<file path="config.mk">
export PLATFORM = sky130hd
export DESIGN_NAME = rr_arbiter_8_flat
export DESIGN_NICKNAME = d
export VERILOG_FILES = /design/src/rtl/rr_arb_pkg.sv /design/src/rtl/rr_arbiter_8_if.sv /design/src/rtl/rr_prio_pick.sv /design/src/rtl/rr_arbiter_8.sv /design/src/flat_wrapper.sv
export SDC_FILE = /design/constraint.sdc
export NUM_CORES = 1
export LEC_CHECK = 0
export CAP_MARGIN = 40
export CELL_PAD_IN_SITES_DETAIL_PLACEMENT = 0
export CELL_PAD_IN_SITES_GLOBAL_PLACEMENT = 1
export CORE_MARGIN = 2
export CORE_UTILIZATION = 47
export DETAILED_ROUTE_END_ITERATION = 12
export HOLD_SLACK_MARGIN = 0.02
export PLACE_DENSITY_LB_ADDON = 0.1
export SLEW_MARGIN = 10
export SYNTH_ARGS = -nofsm -noshare
export SYNTH_HDL_FRONTEND = slang
export SYNTH_SLANG_ARGS = --single-unit
</file>
<file path="constraint.sdc">
create_clock -name clk -period 8.85 [get_ports clk]
set_clock_uncertainty 0.05 [all_clocks]
set_input_delay 0.885 -clock clk [delete_from_list [all_inputs] [get_ports clk]]
set_output_delay 0.885 -clock clk [all_outputs]
set_load 0.01 [all_outputs]
</file>
<file path="src/rtl/rr_arb_pkg.sv">
// Shared constants, FSM encoding and one-hot helper
// for the 8-way round-robin arbiter.
package rr_arb_pkg;

  localparam int NUM_REQ = 8;
  localparam int IDX_W   = 3;
  localparam int HOLD_W  = 8;

  typedef enum logic {
    IDLE  = 1'b0,
    GRANT = 1'b1
  } state_e;

  function automatic logic [NUM_REQ-1:0] onehot(
    input logic [IDX_W-1:0] idx
  );
    onehot      = '0;
    onehot[idx] = 1'b1;
  endfunction

endpackage

</file>
<file path="src/rtl/rr_arbiter_8_if.sv">
// Request/grant bundle between requesters and arbiter.
// master: drives req; slave: drives gnt/gnt_idx/gnt_vld/expired.
interface rr_arbiter_8_if
  import rr_arb_pkg::*;
();

  logic [NUM_REQ-1:0] req;
  logic [NUM_REQ-1:0] gnt;
  logic [IDX_W-1:0]   gnt_idx;
  logic               gnt_vld;
  logic               expired;

  modport master (
    output req,
    input  gnt,
    input  gnt_idx,
    input  gnt_vld,
    input  expired
  );

  modport slave (
    input  req,
    output gnt,
    output gnt_idx,
    output gnt_vld,
    output expired
  );

endinterface

</file>
<file path="src/rtl/rr_prio_pick.sv">
// Circular priority search: first set req bit at or above ptr.
// Ports: req (in), ptr (in), any (out), idx (out).
module rr_prio_pick
  import rr_arb_pkg::*;
(
  input  logic [NUM_REQ-1:0] req,
  input  logic [IDX_W-1:0]   ptr,
  output logic               any,
  output logic [IDX_W-1:0]   idx
);

  logic [IDX_W-1:0] cand;

  // Walk offsets high to low so the smallest offset wins.
  always_comb begin
    any  = 1'b0;
    idx  = '0;
    cand = '0;
    for (int i = NUM_REQ - 1; i >= 0; i--) begin
      cand = ptr + IDX_W'(i);
      if (req[cand]) begin
        any = 1'b1;
        idx = cand;
      end
    end
  end

endmodule

</file>
<file path="src/rtl/rr_arbiter_8.sv">
// 8-way round-robin arbiter with per-tenure hold limit.
// Ports: clk, rst (sync, active-high), bus (slave modport).
module rr_arbiter_8
  import rr_arb_pkg::*;
#(
  parameter int MAX_HOLD = 16
) (
  input  logic           clk,
  input  logic           rst,
  rr_arbiter_8_if.slave  bus
);

  localparam logic [HOLD_W-1:0] HOLD_LAST =
    HOLD_W'(MAX_HOLD - 1);

  state_e             state_q, state_d;
  logic [IDX_W-1:0]   ptr_q, ptr_d;
  logic [IDX_W-1:0]   idx_q, idx_d;
  logic [HOLD_W-1:0]  hold_q, hold_d;
  logic [NUM_REQ-1:0] gnt_q, gnt_d;
  logic               vld_q, vld_d;
  logic               exp_q, exp_d;

  logic [IDX_W-1:0]   base;
  logic               pick_any;
  logic [IDX_W-1:0]   pick_idx;
  logic               held;
  logic               at_limit;

  // While granting, search from the slot after the owner:
  // this is the post-release ptr, and the owner itself is
  // reached last so a lone expiring requester is re-granted.
  assign base = (state_q == GRANT) ?
                (idx_q + IDX_W'(1)) : ptr_q;

  rr_prio_pick u_pick (
    .req (bus.req),
    .ptr (base),
    .any (pick_any),
    .idx (pick_idx)
  );

  assign held     = bus.req[idx_q];
  assign at_limit = (hold_q == HOLD_LAST);

  always_comb begin
    state_d = state_q;
    ptr_d   = ptr_q;
    idx_d   = idx_q;
    hold_d  = hold_q;
    vld_d   = vld_q;
    exp_d   = 1'b0;
    unique case (state_q)
      IDLE: begin
        if (pick_any) begin
          state_d = GRANT;
          idx_d   = pick_idx;
          hold_d  = '0;
          vld_d   = 1'b1;
        end
      end
      GRANT: begin
        if (held && !at_limit) begin
          hold_d = hold_q + HOLD_W'(1);
        end else begin
          ptr_d = idx_q + IDX_W'(1);
          exp_d = held;
          if (pick_any) begin
            idx_d  = pick_idx;
            hold_d = '0;
          end else begin
            state_d = IDLE;
            hold_d  = '0;
            vld_d   = 1'b0;
          end
        end
      end
      default: state_d = IDLE;
    endcase
    gnt_d = vld_d ? onehot(idx_d) : '0;
  end

  always_ff @(posedge clk) begin
    if (rst) begin
      state_q <= IDLE;
      ptr_q   <= '0;
      idx_q   <= '0;
      hold_q  <= '0;
      gnt_q   <= '0;
      vld_q   <= 1'b0;
      exp_q   <= 1'b0;
    end else begin
      state_q <= state_d;
      ptr_q   <= ptr_d;
      idx_q   <= idx_d;
      hold_q  <= hold_d;
      gnt_q   <= gnt_d;
      vld_q   <= vld_d;
      exp_q   <= exp_d;
    end
  end

  assign bus.gnt     = gnt_q;
  assign bus.gnt_idx = idx_q;
  assign bus.gnt_vld = vld_q;
  assign bus.expired = exp_q;

endmodule

</file>
<file path="src/flat_wrapper.sv">
// flat-port wrapper written by rule: the top's interface ports become plain ports
module rr_arbiter_8_flat import rr_arb_pkg::*;
#(
  parameter int MAX_HOLD = 16
)
  (clk, rst, bus_req, bus_gnt, bus_gnt_idx, bus_gnt_vld, bus_expired);
  rr_arbiter_8_if bus_i ();
  input  logic clk;
  input  logic rst;
  input wire logic [$bits(bus_i.req)-1:0] bus_req;
  output wire logic [$bits(bus_i.gnt)-1:0] bus_gnt;
  output wire logic [$bits(bus_i.gnt_idx)-1:0] bus_gnt_idx;
  output wire logic [$bits(bus_i.gnt_vld)-1:0] bus_gnt_vld;
  output wire logic [$bits(bus_i.expired)-1:0] bus_expired;
  assign bus_i.req = bus_req;
  assign bus_gnt = bus_i.gnt;
  assign bus_gnt_idx = bus_i.gnt_idx;
  assign bus_gnt_vld = bus_i.gnt_vld;
  assign bus_expired = bus_i.expired;
  rr_arbiter_8 #(.MAX_HOLD(MAX_HOLD)) u_core (.clk(clk), .rst(rst), .bus(bus_i));
endmodule
</file>
; ---- After elaboration in Yosys (flattened, before gate mapping)
; Cells that the tools add are included.
; Widths: inputs -> output; s select.
[classes]
add_sub_neg = 9
mul = 0
div = 0
order_cmp = 11
eq_ne = 2
n_shift = 0
n_mux = 50
bitwise_logic = 3
reduce_logical = 6
[ops]
columns = cell, n
row1 = $lt 3x4->1 const B, 10
row2 = $mux 3, 11
row3 = $bmux 1 s3, 9
row4 = $mux 1, 23
row5 = $mux 8, 2
row6 = $pmux 8 s2, 1
row7 = $add 3x3->3 const B, 4
row8 = $add 8x1->8 const B, 1
row9 = $eq 8x4->1 const B, 1
row10 = $add 3x1->3 const B, 2
row11 = $add 3x2->3 const B, 2
row12 = $pmux 3 s2, 1
row13 = $pmux 1 s2, 2
row14 = $demux 1 s3, 1
row15 = $ge 3x1->1 const B, 1
row16 = $not 1->1, 3
row17 = $reduce_or 3->1, 1
row18 = $logic_and 1x1->1, 2
row19 = $ne 2x1->1 const B, 1
row20 = $reduce_and 2->1, 1
row21 = $reduce_or 2->1, 1
row22 = $logic_not 1->1, 1
[totals]
regBits = 25
latchBits = 0
mem_bits_rw = 0
romBits = 0
input_bits = 10
output_inout_bits = 13
elab_cells = 88
mem_count = 0

; ---- Longest topological paths before layout
[logic_depth]
word_depth = 20
depth_mapped = 14
ltp_nobuf = 13

; ---- By module
; From an unflattened synthesis, not the netlist that was laid out.
[unflattened]
cells_unflattened = 221
area_unflattened_um2 = 2050.7
[by_module_without_submodules]
columns = module, n_inst, cells_per_inst, area_each_um2, seq_area_each_um2
row1 = rr_arbiter_8, 1, 131, 1268.7, 500.5
row2 = rr_prio_pick, 1, 90, 782.0, 0.0

; ---- Worst setup path before layout
; OpenSTA, ideal clock, no wires.
[synth_path]
path_type = reg2reg
startpoint = reg u_core.idx_q[0] (netlist: u_core.bus.gnt_idx[0])
endpoint = reg u_core.gnt_q[1] (netlist: u_core.bus.gnt[1])
t_arrival_ns = 3.325
required_ns = 8.739
path_slack_ns = 5.414
stages_incl_launch_ff = 13
period_less_slack_ns = 3.436
path_cell_list = dfxtp_1 > ha_1 > mux2_2 > buf_4 > buf_2 > ha_1 > xnor2_2 > mux4_2 > o21ai_0 > a21o_1 > a211oi_2 > a31oi_4 > and4_1
[synth_via]
elab_chain_len = 20
word_cells_on_any_way = 58
[synth_lines]
columns = element, line
row1 = "start, declared", rr_arbiter_8.sv:18  ; logic [IDX_W-1:0] idx_q, idx_d;
row2 = "start signal, assigned", rr_arbiter_8.sv:95  ; idx_q <= idx_d;
row3 = $add 3x1->3, rr_arbiter_8.sv:34  ; (idx_q + IDX_W'(1)) : ptr_q;
row4 = $mux 3, rr_arbiter_8.sv:33  ; assign base = (state_q == GRANT) ?
row5 = $add 3x3->3, rr_prio_pick.sv:20  ; cand = ptr + IDX_W'(i);
row6 = $bmux 1 s3, rr_prio_pick.sv:21  ; if (req[cand]) begin
row7 = $mux 1 (not written as such), rr_prio_pick.sv:21
row8 = $mux 3 or $mux 1 (tied branches) (8 in a row), rr_prio_pick.sv:21
row9 = $mux 3, "rr_arbiter_8.sv:55, rr_arbiter_8.sv:68"
row10 = $mux 3, rr_arbiter_8.sv:63  ; if (held && !at_limit) begin
row11 = $pmux 3 s2, rr_arbiter_8.sv:53  ; unique case (state_q)
row12 = $lt 3x4->1 (not written as such) or $ge 3x1->1 (tied branches), rr_arb_pkg.sv:18  ; onehot[idx] = 1'b1;
row13 = $logic_and 1x1->1 (not written as such), rr_arb_pkg.sv:18
row14 = $mux 1 (not written as such), rr_arb_pkg.sv:18
row15 = $demux 1 s3, n/a
row16 = "end signal, assigned", rr_arbiter_8.sv:97  ; gnt_q <= gnt_d;
row17 = "end, declared", rr_arbiter_8.sv:20  ; logic [NUM_REQ-1:0] gnt_q, gnt_d;
; Several ways; a longest one is shown, not always the timed one. The select of a mux whose other input is x is not followed.
; A chain may end at the register's enable or synchronous reset.

; ---- Worst setup path after layout
[layout_path]
startpoint = reg u_core.idx_q[0] (netlist: u_core.bus.gnt_idx[0])
endpoint = reg u_core.gnt_q[4] (netlist: u_core.bus.gnt[4])
; The elaborated chain is that of the path after synthesis.

==> run metrics <==
status complete, no violations; Final ANT Viol Nets 0; fin crit period 3.66 ns; R2R Path End u_core.bus.gnt[4]; worst hold path startpoint u_core.ptr_q[2]; Core Region 0.00441 sq mm; kind of critical path reg -> reg; I/O pin count 23; Synth async-reset ratio 0%; reg2reg path depth 12; routed len/inst 17.0 microns; fin. max-slew vios 0; Worst Tran Pin Value 0.653 ns; top cells by count, synth 25 x dfxtp_1, 21 x a21oi_1, 20 x nor2_1, 18 x o21ai_0, 17 x nand3_1; Seq/Total Area, Yosys 22.8%; clock root cell clkbuf_8; dpl hpwl 4.21 mm; Post-Synthesis Net Count 273; final core occ 56.4%; TritonCTS Sinks 25; largest area contributor in the netlist dfxtp_1; most numerous cell in the Yosys netlist dfxtp_1; largest stage delay on the critical path 0.56 ns; Setup Buffers After CTS 0; Cells on Worst Hold Path 2; Final #Nets 291; Antenna diodes 0; fin cells 328; vias after detailed routing 2115; MaxCap Viol Count 0; Critical Path RT 8.99 ns; Die Y 72.4 microns; initial core utilization 49.7%; Critical Path Start Type flip-flop; # port buffers 22; FF-to-FF setup slack 5.19 ns; 1st-iter DRT viols 201; first-pass GRT wire length 9.49 mm; Final period util 41.4%; pwr dens 316 mW/mm^2; share of post-route cells with drive strength above 1 14.5%; die area 0.00523 sq mm; Synth top area share 22.8%; Hold WS 0.413 ns; vias in the first global route 1928; GRT Util Overall 22.7%; Netlist cell types 60; start of the worst register-to-register path u_core.bus.gnt_idx[0]; Final Hold Fails 0; FMAX 273 MHz; routability cong. 0.947; CTS max path bufs 2; mapped cell area 0.00220 sq mm; H-tree depth 1; leakage power 0.920 nW; CP Buf/Inv Count 1; Detailed Route WL 5.57 mm; CTS tree yes; Syn-to-layout area delta 13.3%; Total Power 0.786 mW; initial antenna violation count 0; Critical Path Fanout Max 22; Synth area leaders dfxtp_1 23%, mux4_2 8.2%, a21oi_1 4.8%, o21ai_0 4.1%, and3_1 4.0%; Mapped Cells 259; crit end category flip-flop; Worst slew margin 56.3%; Post-DP Area 0.00244 sq mm; row cnt 24; cts hold-fix bufs 0; Sum Neg Setup Slack 0 ns; unrepaired setup endpoints after global routing no; Final setup viols 0; largest net degree at the start of global routing 23; worst path cell trace ha_1 > mux2_2 > ha_1 > inv_1 > and3_1 > nand3_1 > and3_1 > o21ai_1 > a2111oi_0 > o21bai_2 > nand2b_1 > nor3b_1; Fill cells 407; Hold EP u_core.ptr_q[2]; vias per cell 6.45; clk_lat worst skew 0.27 ns; Hold Path Class reg -> reg; Top Family by Delay on Critical Path simple AND/OR/NAND/NOR gates; syn avg cell area 8.48 sq um; cts bufs inserted 3; DP Worst Slack 5.06 ns; Main synth FF type dfxtp_1; Worst-path clk slew 0.09 ns; drt drc 0; Post-Place Cells 324; Design Area, Final 0.00249 sq mm; Worst VDD drop 0.000177 V; crit path DAT 3.80 ns; Post-synth EDFFs 0; first drt pass iteration count 5; Synth Register Bits 25; post-cts sizing count 0; post-route setup slack 5.19 ns; Crit-path slowest cell dfxtp_1; Synth warnings 0; global route overflow 0; DIE WIDTH 72.4 microns
## power breakdown
group / internal (mW) / switching [mW] / leakage (nW)
combinational: 0.249 / 0.314 / 0.694
sequential: 0.134 / 0.0205 / 0.204
clock: 0.0319 / 0.0358 / 0.0217
total: 0.415 / 0.371 / 0.920
## routing by layer
metal	track usage, %	share of wire, %	vias up
met5	0	0	-
li1	-	-	1033
met3	6.25	8.6	12
met2	33.1	42	83
met4	5.87	2.1	0
met1	33.1	48	987
## worst reg2reg max path, cell delays in order (launching register included)
cell	delay [ns]
dfxtp_1	0.56
ha_1	0.33
mux2_2	0.46
ha_1	0.47
inv_1	0.16
and3_1	0.19
nand3_1	0.08
and3_1	0.21
o21ai_1	0.29
a2111oi_0	0.10
o21bai_2	0.25
nand2b_1	0.21
nor3b_1	0.23
## sequential cells by signal, indices dropped and copies added, names as in the netlist
| signal | count |
|---|---|
| u_core.bus.expired | 1 |
| u_core.bus.gnt | 8 |
| u_core.bus.gnt_idx | 3 |
| u_core.bus.gnt_vld | 1 |
| u_core.hold_q | 8 |
| u_core.ptr_q | 3 |
| u_core.state_q | 1 |
## layout by cell type (no fill, tap or decap), types with 4 or more instances in the layout
master	instances
mux2_2	6
o211ai_1	4
o21ai_0	18
a21o_1	5
mux2i_1	7
nand2_1	13
and2_1	5
inv_1	5
and3_1	14
nand3_1	17
o221ai_1	4
or2_2	4
nand3b_1	4
clkdlybuf4s50_1	22
dfxtp_1	25
mux4_2	8
ha_1	4
a211oi_1	6
nor2_1	20
a21oi_1	21
## cell families after synthesis
logic type               count (synthesis)  share of synthesized area [%]
AND/OR/NAND/NOR                         99                           24.8
AO/OA/AOI/OAI                           86                           27.2
flip-flops                              25                           22.8
multiplexers                            23                           16.2
buffers and inverters                   16                           3.36
XOR/XNOR                                 6                           3.42
adder cells (fa/ha/maj)                  4                           2.28
## final cells by class
class | instances | area (sq um) | area share, %
clock buffers | 3 | 41.3 | 1.66
repair buffers | 23 | 228 | 9.15
clock inverters | 1 | 7.51 | 0.302
inverters | 6 | 25.0 | 1.01
well taps | 52 | 65.1 | 2.61
flip-flops and latches | 25 | 500 | 20.1
multi-input cells | 218 | 1620 | 65.2
## how the worst max path moves through the flow
stage                     startpoint                end  cells past startpoint
2_1_floorplan  u_core.bus.gnt_idx[0]  u_core.bus.gnt[1]                     12
3_3_place_gp              bus_req[7]  u_core.bus.gnt[4]                     10
3_5_place_dp              bus_req[7]  u_core.bus.gnt[1]                     10
4_1_cts        u_core.bus.gnt_idx[0]  u_core.bus.gnt[4]                     12
5_1_grt               u_core.state_q  u_core.bus.gnt[4]                     13
6_report       u_core.bus.gnt_idx[0]  u_core.bus.gnt[4]                     12
Note: power is estimated with default switching activity, not from simulation.
